### src/rtl/mips_multicycle_ctrl.sv
// Multicycle MIPS control FSM: sequences fetch/decode/execute/memory/writeback,
// drives datapath enables and the ALU op code, and counts retired instructions.
module mips_multicycle_ctrl #(
  parameter int CNT_WIDTH = 32
) (
  input  logic                 clk,
  input  logic                 reset,
  input  logic [5:0]           op,
  input  logic [5:0]           funct,
  input  logic                 zero,
  output logic                 memwrite,
  output logic                 iord,
  output logic                 irwrite,
  output logic                 regdst,
  output logic                 memtoreg,
  output logic                 regwrite,
  output logic                 alusrca,
  output logic [1:0]           alusrcb,
  output logic [1:0]           pcsrc,
  output logic                 pcen,
  output logic [2:0]           alucont,
  output logic [CNT_WIDTH-1:0] instret
);

  localparam logic [5:0] OP_RTYPE = 6'b000000;
  localparam logic [5:0] OP_LW    = 6'b100011;
  localparam logic [5:0] OP_SW    = 6'b101011;
  localparam logic [5:0] OP_BEQ   = 6'b000100;
  localparam logic [5:0] OP_ADDI  = 6'b001000;
  localparam logic [5:0] OP_J     = 6'b000010;

  localparam logic [2:0] ALU_AND = 3'b000;
  localparam logic [2:0] ALU_OR  = 3'b001;
  localparam logic [2:0] ALU_ADD = 3'b010;
  localparam logic [2:0] ALU_SUB = 3'b110;
  localparam logic [2:0] ALU_SLT = 3'b111;

  typedef enum logic [3:0] {
    FETCH, DECODE, MEMADR, MEMRD, MEMWB, MEMWR,
    RTYPEEX, RTYPEWB, BEQEX, ADDIEX, ADDIWB, JEX
  } state_t;

  state_t                 state_q, state_d;
  logic [CNT_WIDTH-1:0]   instret_q, instret_d;
  logic                   retire;
  logic                   funct_legal;

  logic       memwrite_q, memwrite_d;
  logic       iord_q, iord_d;
  logic       irwrite_q, irwrite_d;
  logic       regdst_q, regdst_d;
  logic       memtoreg_q, memtoreg_d;
  logic       regwrite_q, regwrite_d;
  logic       alusrca_q, alusrca_d;
  logic [1:0] alusrcb_q, alusrcb_d;
  logic [1:0] pcsrc_q, pcsrc_d;
  logic       pcwrite_q, pcwrite_d;
  logic       branch_q, branch_d;

  always_comb begin
    funct_legal = 1'b0;
    case (funct)
      6'b100000, 6'b100010, 6'b100100, 6'b101010, 6'b100101: funct_legal = 1'b1;
      default: funct_legal = 1'b0;
    endcase
  end

  // Unreachable encodings fall through to the default arm and recover to FETCH.
  always_comb begin
    state_d = FETCH;
    case (state_q)
      FETCH:   state_d = DECODE;
      DECODE: begin
        case (op)
          OP_LW, OP_SW: state_d = MEMADR;
          OP_RTYPE:     state_d = RTYPEEX;
          OP_BEQ:       state_d = BEQEX;
          OP_ADDI:      state_d = ADDIEX;
          OP_J:         state_d = JEX;
          default:      state_d = FETCH;
        endcase
      end
      MEMADR:  state_d = (op == OP_SW) ? MEMWR : MEMRD;
      MEMRD:   state_d = MEMWB;
      RTYPEEX: state_d = funct_legal ? RTYPEWB : FETCH;
      ADDIEX:  state_d = ADDIWB;
      default: state_d = FETCH;
    endcase
  end

  always_comb begin
    retire = 1'b0;
    case (state_q)
      MEMWB, MEMWR, RTYPEWB, BEQEX, ADDIWB, JEX: retire = 1'b1;
      default: retire = 1'b0;
    endcase
    instret_d = retire ? instret_q + CNT_WIDTH'(1) : instret_q;
  end

  // Outputs are decoded from the next state so they are registered alongside it.
  always_comb begin
    memwrite_d = 1'b0;
    iord_d     = 1'b0;
    irwrite_d  = 1'b0;
    regdst_d   = 1'b0;
    memtoreg_d = 1'b0;
    regwrite_d = 1'b0;
    alusrca_d  = 1'b0;
    alusrcb_d  = 2'b00;
    pcsrc_d    = 2'b00;
    pcwrite_d  = 1'b0;
    branch_d   = 1'b0;
    case (state_d)
      FETCH: begin
        alusrcb_d = 2'b01;
        irwrite_d = 1'b1;
        pcwrite_d = 1'b1;
      end
      DECODE:  alusrcb_d = 2'b11;
      MEMADR: begin
        alusrca_d = 1'b1;
        alusrcb_d = 2'b10;
      end
      MEMRD:   iord_d = 1'b1;
      MEMWB: begin
        memtoreg_d = 1'b1;
        regwrite_d = 1'b1;
      end
      MEMWR: begin
        iord_d     = 1'b1;
        memwrite_d = 1'b1;
      end
      RTYPEEX: alusrca_d = 1'b1;
      RTYPEWB: begin
        regdst_d   = 1'b1;
        regwrite_d = 1'b1;
      end
      BEQEX: begin
        alusrca_d = 1'b1;
        pcsrc_d   = 2'b01;
        branch_d  = 1'b1;
      end
      ADDIEX: begin
        alusrca_d = 1'b1;
        alusrcb_d = 2'b10;
      end
      ADDIWB:  regwrite_d = 1'b1;
      JEX: begin
        pcsrc_d   = 2'b10;
        pcwrite_d = 1'b1;
      end
      default: ;
    endcase
  end

  always_ff @(posedge clk or posedge reset) begin
    if (reset) begin
      state_q    <= FETCH;
      instret_q  <= '0;
      memwrite_q <= 1'b0;
      iord_q     <= 1'b0;
      irwrite_q  <= 1'b1;
      regdst_q   <= 1'b0;
      memtoreg_q <= 1'b0;
      regwrite_q <= 1'b0;
      alusrca_q  <= 1'b0;
      alusrcb_q  <= 2'b01;
      pcsrc_q    <= 2'b00;
      pcwrite_q  <= 1'b1;
      branch_q   <= 1'b0;
    end else begin
      state_q    <= state_d;
      instret_q  <= instret_d;
      memwrite_q <= memwrite_d;
      iord_q     <= iord_d;
      irwrite_q  <= irwrite_d;
      regdst_q   <= regdst_d;
      memtoreg_q <= memtoreg_d;
      regwrite_q <= regwrite_d;
      alusrca_q  <= alusrca_d;
      alusrcb_q  <= alusrcb_d;
      pcsrc_q    <= pcsrc_d;
      pcwrite_q  <= pcwrite_d;
      branch_q   <= branch_d;
    end
  end

  always_comb begin
    alucont = ALU_ADD;
    if (state_q == BEQEX) begin
      alucont = ALU_SUB;
    end else if (state_q == RTYPEEX) begin
      case (funct)
        6'b100010: alucont = ALU_SUB;
        6'b100100: alucont = ALU_AND;
        6'b101010: alucont = ALU_SLT;
        6'b100101: alucont = ALU_OR;
        default:   alucont = ALU_ADD;
      endcase
    end
  end

  // The FETCH reset image has irwrite/pcwrite set, so write enables are masked while reset is high.
  assign memwrite = memwrite_q & ~reset;
  assign irwrite  = irwrite_q & ~reset;
  assign regwrite = regwrite_q & ~reset;
  assign pcen     = (pcwrite_q | (branch_q & zero)) & ~reset;
  assign iord     = iord_q;
  assign regdst   = regdst_q;
  assign memtoreg = memtoreg_q;
  assign alusrca  = alusrca_q;
  assign alusrcb  = alusrcb_q;
  assign pcsrc    = pcsrc_q;
  assign instret  = instret_q;

endmodule

### config.mk
export PLATFORM = sky130hd
export DESIGN_NAME = mips_multicycle_ctrl
export DESIGN_NICKNAME = d
export VERILOG_FILES = /design/src/rtl/mips_multicycle_ctrl.sv
export SDC_FILE = /design/constraint.sdc
export NUM_CORES = 1
export LEC_CHECK = 0
export BUFFER_PORTS_ARGS = -buffer_cell sky130_fd_sc_hd__buf_2
export CAP_MARGIN = 5
export CELL_PAD_IN_SITES_DETAIL_PLACEMENT = 1
export CELL_PAD_IN_SITES_GLOBAL_PLACEMENT = 1
export CORE_MARGIN = 4
export CORE_UTILIZATION = 36
export DETAILED_ROUTE_END_ITERATION = 10
export GPL_TIMING_DRIVEN = 0
export PLACE_DENSITY_LB_ADDON = 0.1
export SLEW_MARGIN = 10
export SYNTH_ARGS = -nofsm -noshare
export SYNTH_HDL_FRONTEND = slang
export SYNTH_SLANG_ARGS = --single-unit
### constraint.sdc
create_clock -name clk -period 3.3 [get_ports clk]
set_clock_uncertainty 0.05 [all_clocks]
set_input_delay 0.66 -clock clk [delete_from_list [all_inputs] [get_ports clk]]
set_output_delay 0.66 -clock clk [all_outputs]
set_load 0.03 [all_outputs]
==> metrics.yaml, run 1 <==
grt:
  grt_max_degree: 34
  overflow: 0
  antenna_found_initial: 0
  grt_use_total_pct: 14.84
  first_global_vias: 1894
  grt_first_pass_wirelength_um: 8942
drt:
  route.detailed.drc: 0
  route.met3.wl_um: 228
  wl_met1_um: 2360
  routed_wl_um: 5311
  routed_via_density: 5.061
  routedWlPerCell_um: 14.75
  num_vias: 1822
  ant_nets: 0
  top_layer: "met4"
  route.met2.wl_um: 2642
  dr.pass1.iters: 4
  drt_iter0_markers: 34
logic_synthesis:
  synth_top_family_by_area: "simple AND/OR/NAND/NOR gates"
  synth_cell_types: 43
  synthMuxAreaShare_pct: 1.350
  synth-simple-area-share_pct: 26.51
  yosys_warnings: 0
  synth_edf_count: 0
  ys_async_sr_fraction_pct: 100.0
  ys_seq_area_share_pct: 52.00
  synth_nets: 232
  syn_area_um2: 2317
  synth-compound-area-share_pct: 4.158
  ys_seq_elements: 48
  syn_area_per_cell_um2: 10.73
  yosys_most_used_dff: "dfrtp_1"
  synth_xor_area_share_pct: 12.85
  yosys.area_share.adder_pct: 0.5400
  synth_cells: 216
run_status:
  status: "finished clean"
sta:
  setup_ws_ps: 583.5
  rsz0062_at_grt: "false"
  slew_viol_final: 0
  finalHoldViolations: 0
  min_period_over_period_pct: 82.32
  tns_ps: 0
  finalSetupViolations: 0
  period_minus_slack_ps: 2717
  worstMarginPinSlew_ps: 500.5
  fmax_ghz: 0.3681
  slew_headroom_pct: 66.18
power_and_ir_drop:
  internal-power_uw: 971.0
  clkPwrFrac_pct: 22.6
  total_power_mw: 1.491
  power.switching_uw: 520.0
  p_leak_nw: 1.464
  p_sw_share_pct: 34.88
  pwr-share-seq_pct: 49.4
  powerDensity_nw_per_um2: 530.1
  power_frac_comb_pct: 28.0
  vdd_drop_max_mv: 0.2212
die:
  core_um2: 6096
  die_h_um: 88.23
  io_pins: 62
  start_util_pct: 38.01
  die-area_um2: 7785
  fp-row-count: 28
  dieWidth_um: 88.23
critical_path:
  cp-start-kind: "flip-flop"
  worst_setup_path_end_kind: "output port"
  crit_arrival_ps: 2010
  worstSetupPathType: "reg2out"
  cp_max_fo: 7
  required_ps: 2590
clock_tree:
  clock_latency_ps: 300
  htreeDepth: 2
  clockBufferDepth: 2
  clk_pin_slew_ps: 80
  cts_tree: "yes"
  cts_hold_buf: 0
  cts_buffers: 5
  cts-resized-gates: 0
  clock-sinks: 48
  cts_setup_buffers: 0
  cts_root_buf: "clkbuf_8"
final_layout:
  insertedDiodeCount: 0
  drive_gt1_share_pct: 31.23
  area_delta_synth_final_pct: 21.38
  fin_cells: 360
  nNetsFinal: 300
  nFillCells: 728
  postLayoutCellArea_um2: 2813
place:
  pre_cts_slack_ps: 615.2
  placed_area_um2: 2731
  place_congestion: 0.7596
  placedCellCount: 352
  detailedPlacementHpwl_um: 4088
  numPortBuffers: 60
run:
  drv_cap: 0
min_path:
  hp-class: "in2async"
==> power groups by stage <==
stage	Clock [mW]	Combinational [mW]	Sequential (mW)
after detailed placement	0	0.426	0.748
after floorplan	0	0.229	0.813
after CTS	0.357	0.426	0.737
after global placement	0	0.417	0.749
final	0.337	0.417	0.737
after global routing	0.378	0.463	0.750
==> synth_stat cells, drive strengths merged (2+ instances only) <==
master  number  area (µm²)
dfrtp       45        1126
xnor2       18       157.7
nand2       17       66.32
nor2        16       60.06
xor2        16       140.1
nand4       14       93.84
nand3       10       62.56
nor3         9       45.04
inv          8       30.03
nor4         7       71.31
and3         6       37.54
nor2b        6       37.54
and4         4       35.03
o21ai        4       20.02
or2          4       25.02
buf          3       17.52
clkbuf       3       12.51
dfstp        3       78.83
nand2b       3       18.77
a21oi        2       10.01
and2         2       12.52
mux2i        2       20.02
nand3b       2       15.01
==> cell usage in the layout, fill, tap and decap left out, drive strengths merged, types with 3 or more instances in the layout <==
master	n
nor2b	6
and4	4
buf	64
or2	4
nand3	10
o21ai	4
nor2	16
inv	8
dfrtp	45
nor4	7
dfstp	3
nand2b	3
nand2	17
nor3	9
nand4	14
clkbuf	10
and3	6
xor2	16
xnor2	18
==> registers in the layout, summed over array words and instances (netlist names) <==
name and cells:
irwrite_q 1, alusrcb 2, iord 1, instret 32, pcsrc 2, pcwrite_q 1, alusrca 1, regwrite_q 1
state_q 4, memtoreg 1, regdst 1, memwrite_q 1
==> cells by family (layout without fill, tap and decap cells) <==
logic type / count (synthesis) / in the layout
buffers and inverters: 14 / 83
AO/OA/AOI/OAI: 13 / 13
adder cells (fa/ha/maj): 1 / 1
multiplexers: 3 / 3
XOR/XNOR: 34 / 34
flip-flops: 48 / 48
AND/OR/NAND/NOR: 103 / 103
==> critical path: stages, from the launching register on <==
cell and delay (ps):
dfrtp_1 460, nor4bb_1 510, and3_1 270, and3_1 160, o21bai_1 100, buf_2 210
==> layout make-up <==
cell class / instances / area [µm²] / share of cell area (%)
buffer: 6 / 30.03 / 1.068
clock buffer: 7 / 76.32 / 2.714
clock inverter: 1 / 5.005 / 0.1779
inverter: 8 / 30.03 / 1.068
multi-input combinational: 154 / 1052 / 37.41
sequential: 48 / 1205 / 42.84
tap: 75 / 93.84 / 3.336
timing repair buffer: 61 / 320.3 / 11.39
==> layer usage <==
layer | GRT usage [%] | vias up
met1 | 19.20 | 890
met2 | 24.95 | 45
li1 | - | 882
met3 | 2.607 | 5
met5 | 0 | -
met4 | 5.357 | 0
==> worst paths after layout <==
kind / startpoint / endpoint / slack, ps / cells past startpoint
worst max register to register: state_q[1] / instret[19] / 1280 / 5
worst min register to register: instret[31] / instret[31] / 420 / 1
worst max-delay path: state_q[3] / alucont[0] / 580 / 5
min in group clk: instret[31] / instret[31] / 420 / 1
worst min-delay path: reset / pcsrc[1] / 320 / 2
max in group asynchronous: reset / instret[0] / 2390 / 3
==> metrics by stage <==
stage               hold WS, ps  util, %
floorplan                 536.9        -
global placement          408.5    44.48
detailed placement        410.6    44.81
CTS                       326.8    46.14
global route              347.7    46.14
finish                    323.5    46.14
No activity file was read; power rests on OpenSTA's default activity.
==> run 2, diff against run 1 <==
- clock period: 3.3 -> 2.22 ns (I/O delays scaled with it)
==> run 2 against run 1 <==
Compared with the run above:
- highest routed layer unchanged
- first-iteration DRC count rose by 35%
- worst hold slack got worse by 210 ps
- critical path type unchanged
- non-clock buffer count rose by 1
- via count rose by 0.33%
- power rose by 58%
- global-route usage barely moved
==> metrics.yaml, run 2 (same netlist as run 1, synthesis figures left out) <==
die:
  die_h_um: 88.23
  start_util_pct: 38.01
  io_pins: 62
  dieWidth_um: 88.23
  core_um2: 6096
  die-area_um2: 7785
  fp-row-count: 28
sta:
  rsz0062_at_grt: "true"
  finalHoldViolations: 0
  tns_ps: 0
  slew_viol_final: 0
  worstMarginPinSlew_ps: 397.4
  period_minus_slack_ps: 2211
  min_period_over_period_pct: 99.59
  slew_headroom_pct: 73.47
  finalSetupViolations: 0
  fmax_ghz: 0.4523
critical_path:
  cpPeakStageDelay_ps: 440
  regToRegEndpoint: "instret[13]"
  reg2reg_from: "state_q[3]"
  cp_common_cell: "and3_4"
  worst_setup_path_end_kind: "output port"
  cp-start-kind: "flip-flop"
  cp_max_fo: 3
  crit_arrival_ps: 1720
  worstSetupPathType: "reg2out"
  rrSetupSlack_ps: 220
  required_ps: 1730
  reg2reg_depth: 6
  slowest_stage: "dfrtp_2"
  worstPathCellList: "nor4bb_4 -> and3_4 -> and3_4 -> o21bai_4 -> buf_6"
final_layout:
  fin_cells: 361
  postLayoutCoreUtil_pct: 47.52
  drive_gt1_share_pct: 34.27
  largest_reg_flops: 32
  nNetsFinal: 301
  insertedDiodeCount: 0
  final_common_cell: "buf_2"
  nFillCells: 722
  area_delta_synth_final_pct: 25.00
  mostFrequentLayoutCells: "buf_2 (60), dfrtp_1 (43), xnor2_1 (18)"
drt:
  drt_iter0_markers: 46
  ant_nets: 0
  route.detailed.drc: 0
  routed_via_density: 5.064
  num_vias: 1828
  routed_wl_um: 5396
  routedWlPerCell_um: 14.95
  dr.pass1.iters: 3
clock_tree:
  clk_pin_slew_ps: 90
  clockBufferDepth: 2
  clock-sinks: 48
  clock_latency_ps: 290
  cts_buffers: 5
  cts_root_buf: "clkbuf_8"
  cts_tree: "yes"
  htreeDepth: 2
power_and_ir_drop:
  p_leak_nw: 1.482
  total_power_mw: 2.354
  vdd_drop_max_mv: 0.2922
  powerDensity_nw_per_um2: 812.6
place:
  place_congestion: 0.7168
  placedCellCount: 352
  numPortBuffers: 60
  detailedPlacementHpwl_um: 4126
grt:
  grt_max_degree: 34
  overflow: 0
  grt_use_total_pct: 14.86
  grt_first_pass_wirelength_um: 9101
  first_global_vias: 1920
  antenna_found_initial: 0
run:
  drv_cap: 0
min_path:
  hp-class: "in2async"
run_status:
  status: "finished clean"
## run 2: cell types whose count changed in the layout (fill, tap and decap cells not counted), sizes merged
| cell | delta |
|---|---|
| buf | +1 |
| clkbuf | -1 |
| bufinv | +1 |
## run 2: power breakdown
group | leakage [nW] | internal, mW | total (mW) | switching [mW]
clock network | 0.0552 | 0.335 | 0.616 | 0.281
registers | 0.645 | 1.00 | 1.10 | 0.0971
logic | 0.782 | 0.233 | 0.641 | 0.407
total | 1.48 | 1.57 | 2.35 | 0.786
## run 2: worst max path at each step
stage | startpoint | endpoint | slack (ps) | cells past startpoint
floorplan | funct[5] | alucont[0] | 60 | 3
global placement | reset | instret[25] | -130 | 2
detailed placement | funct[4] | alucont[0] | 30 | 6
CTS | state_q[3] | alucont[0] | 10 | 5
global route | state_q[3] | alucont[0] | -90 | 5
finish | state_q[3] | alucont[0] | 9 | 5
## run 2: layer usage
layer	GRT usage, %	vias up	wire length (µm)
li1	-	885	-
met1	17.97	898	2309
met2	26.85	40	2769
met3	2.886	5	255
met4	4.121	0	61
met5	0	-	0
## run 2: worst max-delay path: cells and delay by family (launching register included)
family / cells / cell delay [ps]
AOI/OAI and AO/OA: 1 / 110
DFF: 1 / 440
and+or+nand+nor: 3 / 740
buffers and inverters: 1 / 140
## run 2: per-stage QoR
step	setup WS (ps)	instance area, µm²	hold slack (ps)
3_3_place_gp	-128.8	2715	406.6
3_5_place_dp	31.14	2735	415.1
6_report	9.051	2897	116.6
2_1_floorplan	58.99	2321	501.9
5_1_grt	-85.87	2897	131.7
4_1_cts	14.65	2873	113.8
## run 2: area by class of cell
class / count / area [µm²] / area share, %
Tap cell: 75 / 93.84 / 3.240
Sequential cell: 48 / 1207 / 41.68
Inverter: 8 / 30.03 / 1.037
Clock buffer: 6 / 72.57 / 2.505
Buffer: 6 / 30.03 / 1.037
Multi-Input combinational cell: 154 / 1091 / 37.67
Clock inverter: 2 / 35.03 / 1.210
Timing Repair Buffer: 62 / 336.6 / 11.62
## run 2: what timing repair did
action                     in CTS  in global routing
hold endpoints to repair        0                  0
pin swaps                       2                  3
hold buffers                    0                  0
setup endpoints to repair       2                  2
resized for setup               6                  6
setup buffers                   1                  0
==> run 3, diff against run 2 <==
- BUFFER_PORTS_ARGS: -buffer_cell sky130_fd_sc_hd__buf_2 -> -buffer_cell sky130_fd_sc_hd__buf_4
- CTS_BUF_LIST: unset -> sky130_fd_sc_hd__clkbuf_4 sky130_fd_sc_hd__clkbuf_8
==> run 3 against run 2 <==
Compared with the run above:
- first-iteration DRC count rose by 8.7%
- maximum frequency fell by 1.1%
- power fell by 0.71%
- register-to-register slack barely moved
- largest cell class unchanged
- largest power group unchanged
- sequential power barely moved
- the run now ends with negative setup slack left
- critical endpoint unchanged
==> metrics.yaml, run 3 (same netlist as run 1, synthesis figures left out) <==
critical_path:
  cp_max_fo: 3
  cp-start-kind: "flip-flop"
  crit_arrival_ps: 1740
  worst_setup_path_end_kind: "output port"
  required_ps: 1730
  rrSetupSlack_ps: 230
  worstSetupPathType: "reg2out"
sta:
  rsz0062_at_grt: "true"
  finalHoldViolations: 0
  fmax_ghz: 0.4475
  slew_viol_final: 0
  slew_headroom_pct: 73.14
  worstMarginPinSlew_ps: 401.9
  min_period_over_period_pct: 100.7
  period_minus_slack_ps: 2234
  setup_ws_ps: -14.47
  finalSetupViolations: 1
final_layout:
  drive_gt1_share_pct: 34.62
  postLayoutCellArea_um2: 3032
  mostFrequentLayoutCells: "buf_4 (61), dfrtp_1 (43), xnor2_1 (18)"
  largest_reg_flops: 32
  insertedDiodeCount: 0
  fin_cells: 361
  final_common_cell: "buf_4"
  area_delta_synth_final_pct: 30.83
  nNetsFinal: 301
grt:
  grt_max_degree: 34
  overflow: 0
  grt_use_total_pct: 14.59
  grt_first_pass_wirelength_um: 8956
  first_global_vias: 1811
  antenna_found_initial: 0
power_and_ir_drop:
  internal-power_mw: 1.532
  p_sw_share_pct: 34.43
  p_leak_nw: 1.484
  powerDensity_nw_per_um2: 770.8
  vdd_drop_max_mv: 0.3199
  pwr-share-seq_pct: 47.1
  power_frac_comb_pct: 29.3
  power.switching_uw: 804.7
  clkPwrFrac_pct: 23.6
clock_tree:
  clock-sinks: 48
  cts_root_buf: "clkbuf_8"
  htreeDepth: 2
  cts_tree: "yes"
  clock_latency_ps: 300
  cts_buffers: 5
  cts_hold_buf: 0
  clockBufferDepth: 2
  clk_pin_slew_ps: 90
die:
  die_h_um: 88.23
  start_util_pct: 38.01
  die-area_um2: 7785
  dieWidth_um: 88.23
  core_um2: 6096
  io_pins: 62
  fp-row-count: 28
place:
  numPortBuffers: 60
  detailedPlacementHpwl_um: 4074
  placed_area_um2: 2885
  placedCellCount: 352
  place_congestion: 0.7273
  pre_cts_slack_ps: 50.94
drt:
  num_vias: 1804
  dr.pass1.iters: 4
  routed_via_density: 4.997
  route.detailed.drc: 0
  routedWlPerCell_um: 14.82
  ant_nets: 0
  drt_iter0_markers: 50
  routed_wl_um: 5349
run_status:
  status: "finished, violations left"
  violations: "negative setup slack"
run:
  drv_cap: 0
min_path:
  hp-class: "in2async"
run 3: changes by cell type in the layout (fill, tap and decap cells not counted):
cell | before | now
clkinv_2 | 1 | 0
bufinv_16 | 1 | 0
clkinvlp_4 | 0 | 2
clkbuf_1 | 3 | 2
buf_4 | 3 | 61
buf_2 | 60 | 2
clkbuf_8 | 5 | 6
run 3: final timing paths:
kind,start,end,depth (start not counted)
max in group asynchronous,reset,alusrcb[0],3
hold / removal,reset,pcsrc[0],2
setup reg to reg,state_q[3],instret[19],6
setup / recovery,state_q[3],alucont[0],5
hold reg to reg,instret[31],instret[31],1
min in group clk,op[2],pcsrc[0],3
run 3: timing repair:
action	CTS	global route
resized for setup	4	5
gates cloned	0	0
pin swaps	2	3
setup endpoints to repair	2	3
buffers inserted	1	0
endpoints found under the hold margin	0	0
run 3: power groups by stage:
stage                     registers, mW  logic (mW)  clock network [mW]
after floorplan                    1.21       0.340                   0
after global placement             1.11       0.670                   0
after detailed placement           1.12       0.683                   0
after CTS                          1.10       0.697               0.577
after global routing               1.12       0.754               0.613
final                              1.10       0.685               0.553
run 3: final cells by class:
class	instances	area, µm²
Buffer	6	30.03
Sequential cell	48	1207
Clock buffer	6	82.58
Clock inverter	2	15.01
Inverter	8	30.03
Fill cell	684	3064
Multi-Input combinational cell	154	1091
Tap cell	75	93.84
Timing Repair Buffer	62	481.7
run 3: per-stage QoR:
stage | setup TNS, ps | util [%] | hold slack [ps] | power (mW)
final | -14.47 | 49.73 | 96.34 | 2.337
after global routing | -120.2 | 49.73 | 120.6 | 2.484
after CTS | 0 | 49.36 | 107.7 | 2.374
after detailed placement | 0 | 47.33 | 418.5 | 1.799
after global placement | -5508 | 47.00 | 414.8 | 1.784
after floorplan | 0 | - | 501.9 | 1.549
run 3: worst max-delay path, stage by stage (launching register included):
cell,delay [ps]
dfrtp_2,440
nor4bb_4,350
and3_4,240
and3_4,160
o21bai_4,110
buf_6,140
run 3: routing by layer:
metal	track usage (%)	up-vias	part of all wire, %
met5	0	-	0
met4	4.533	0	1.3
met3	2.700	5	4.5
met2	24.75	39	50
met1	18.93	878	44
li1	-	882	-
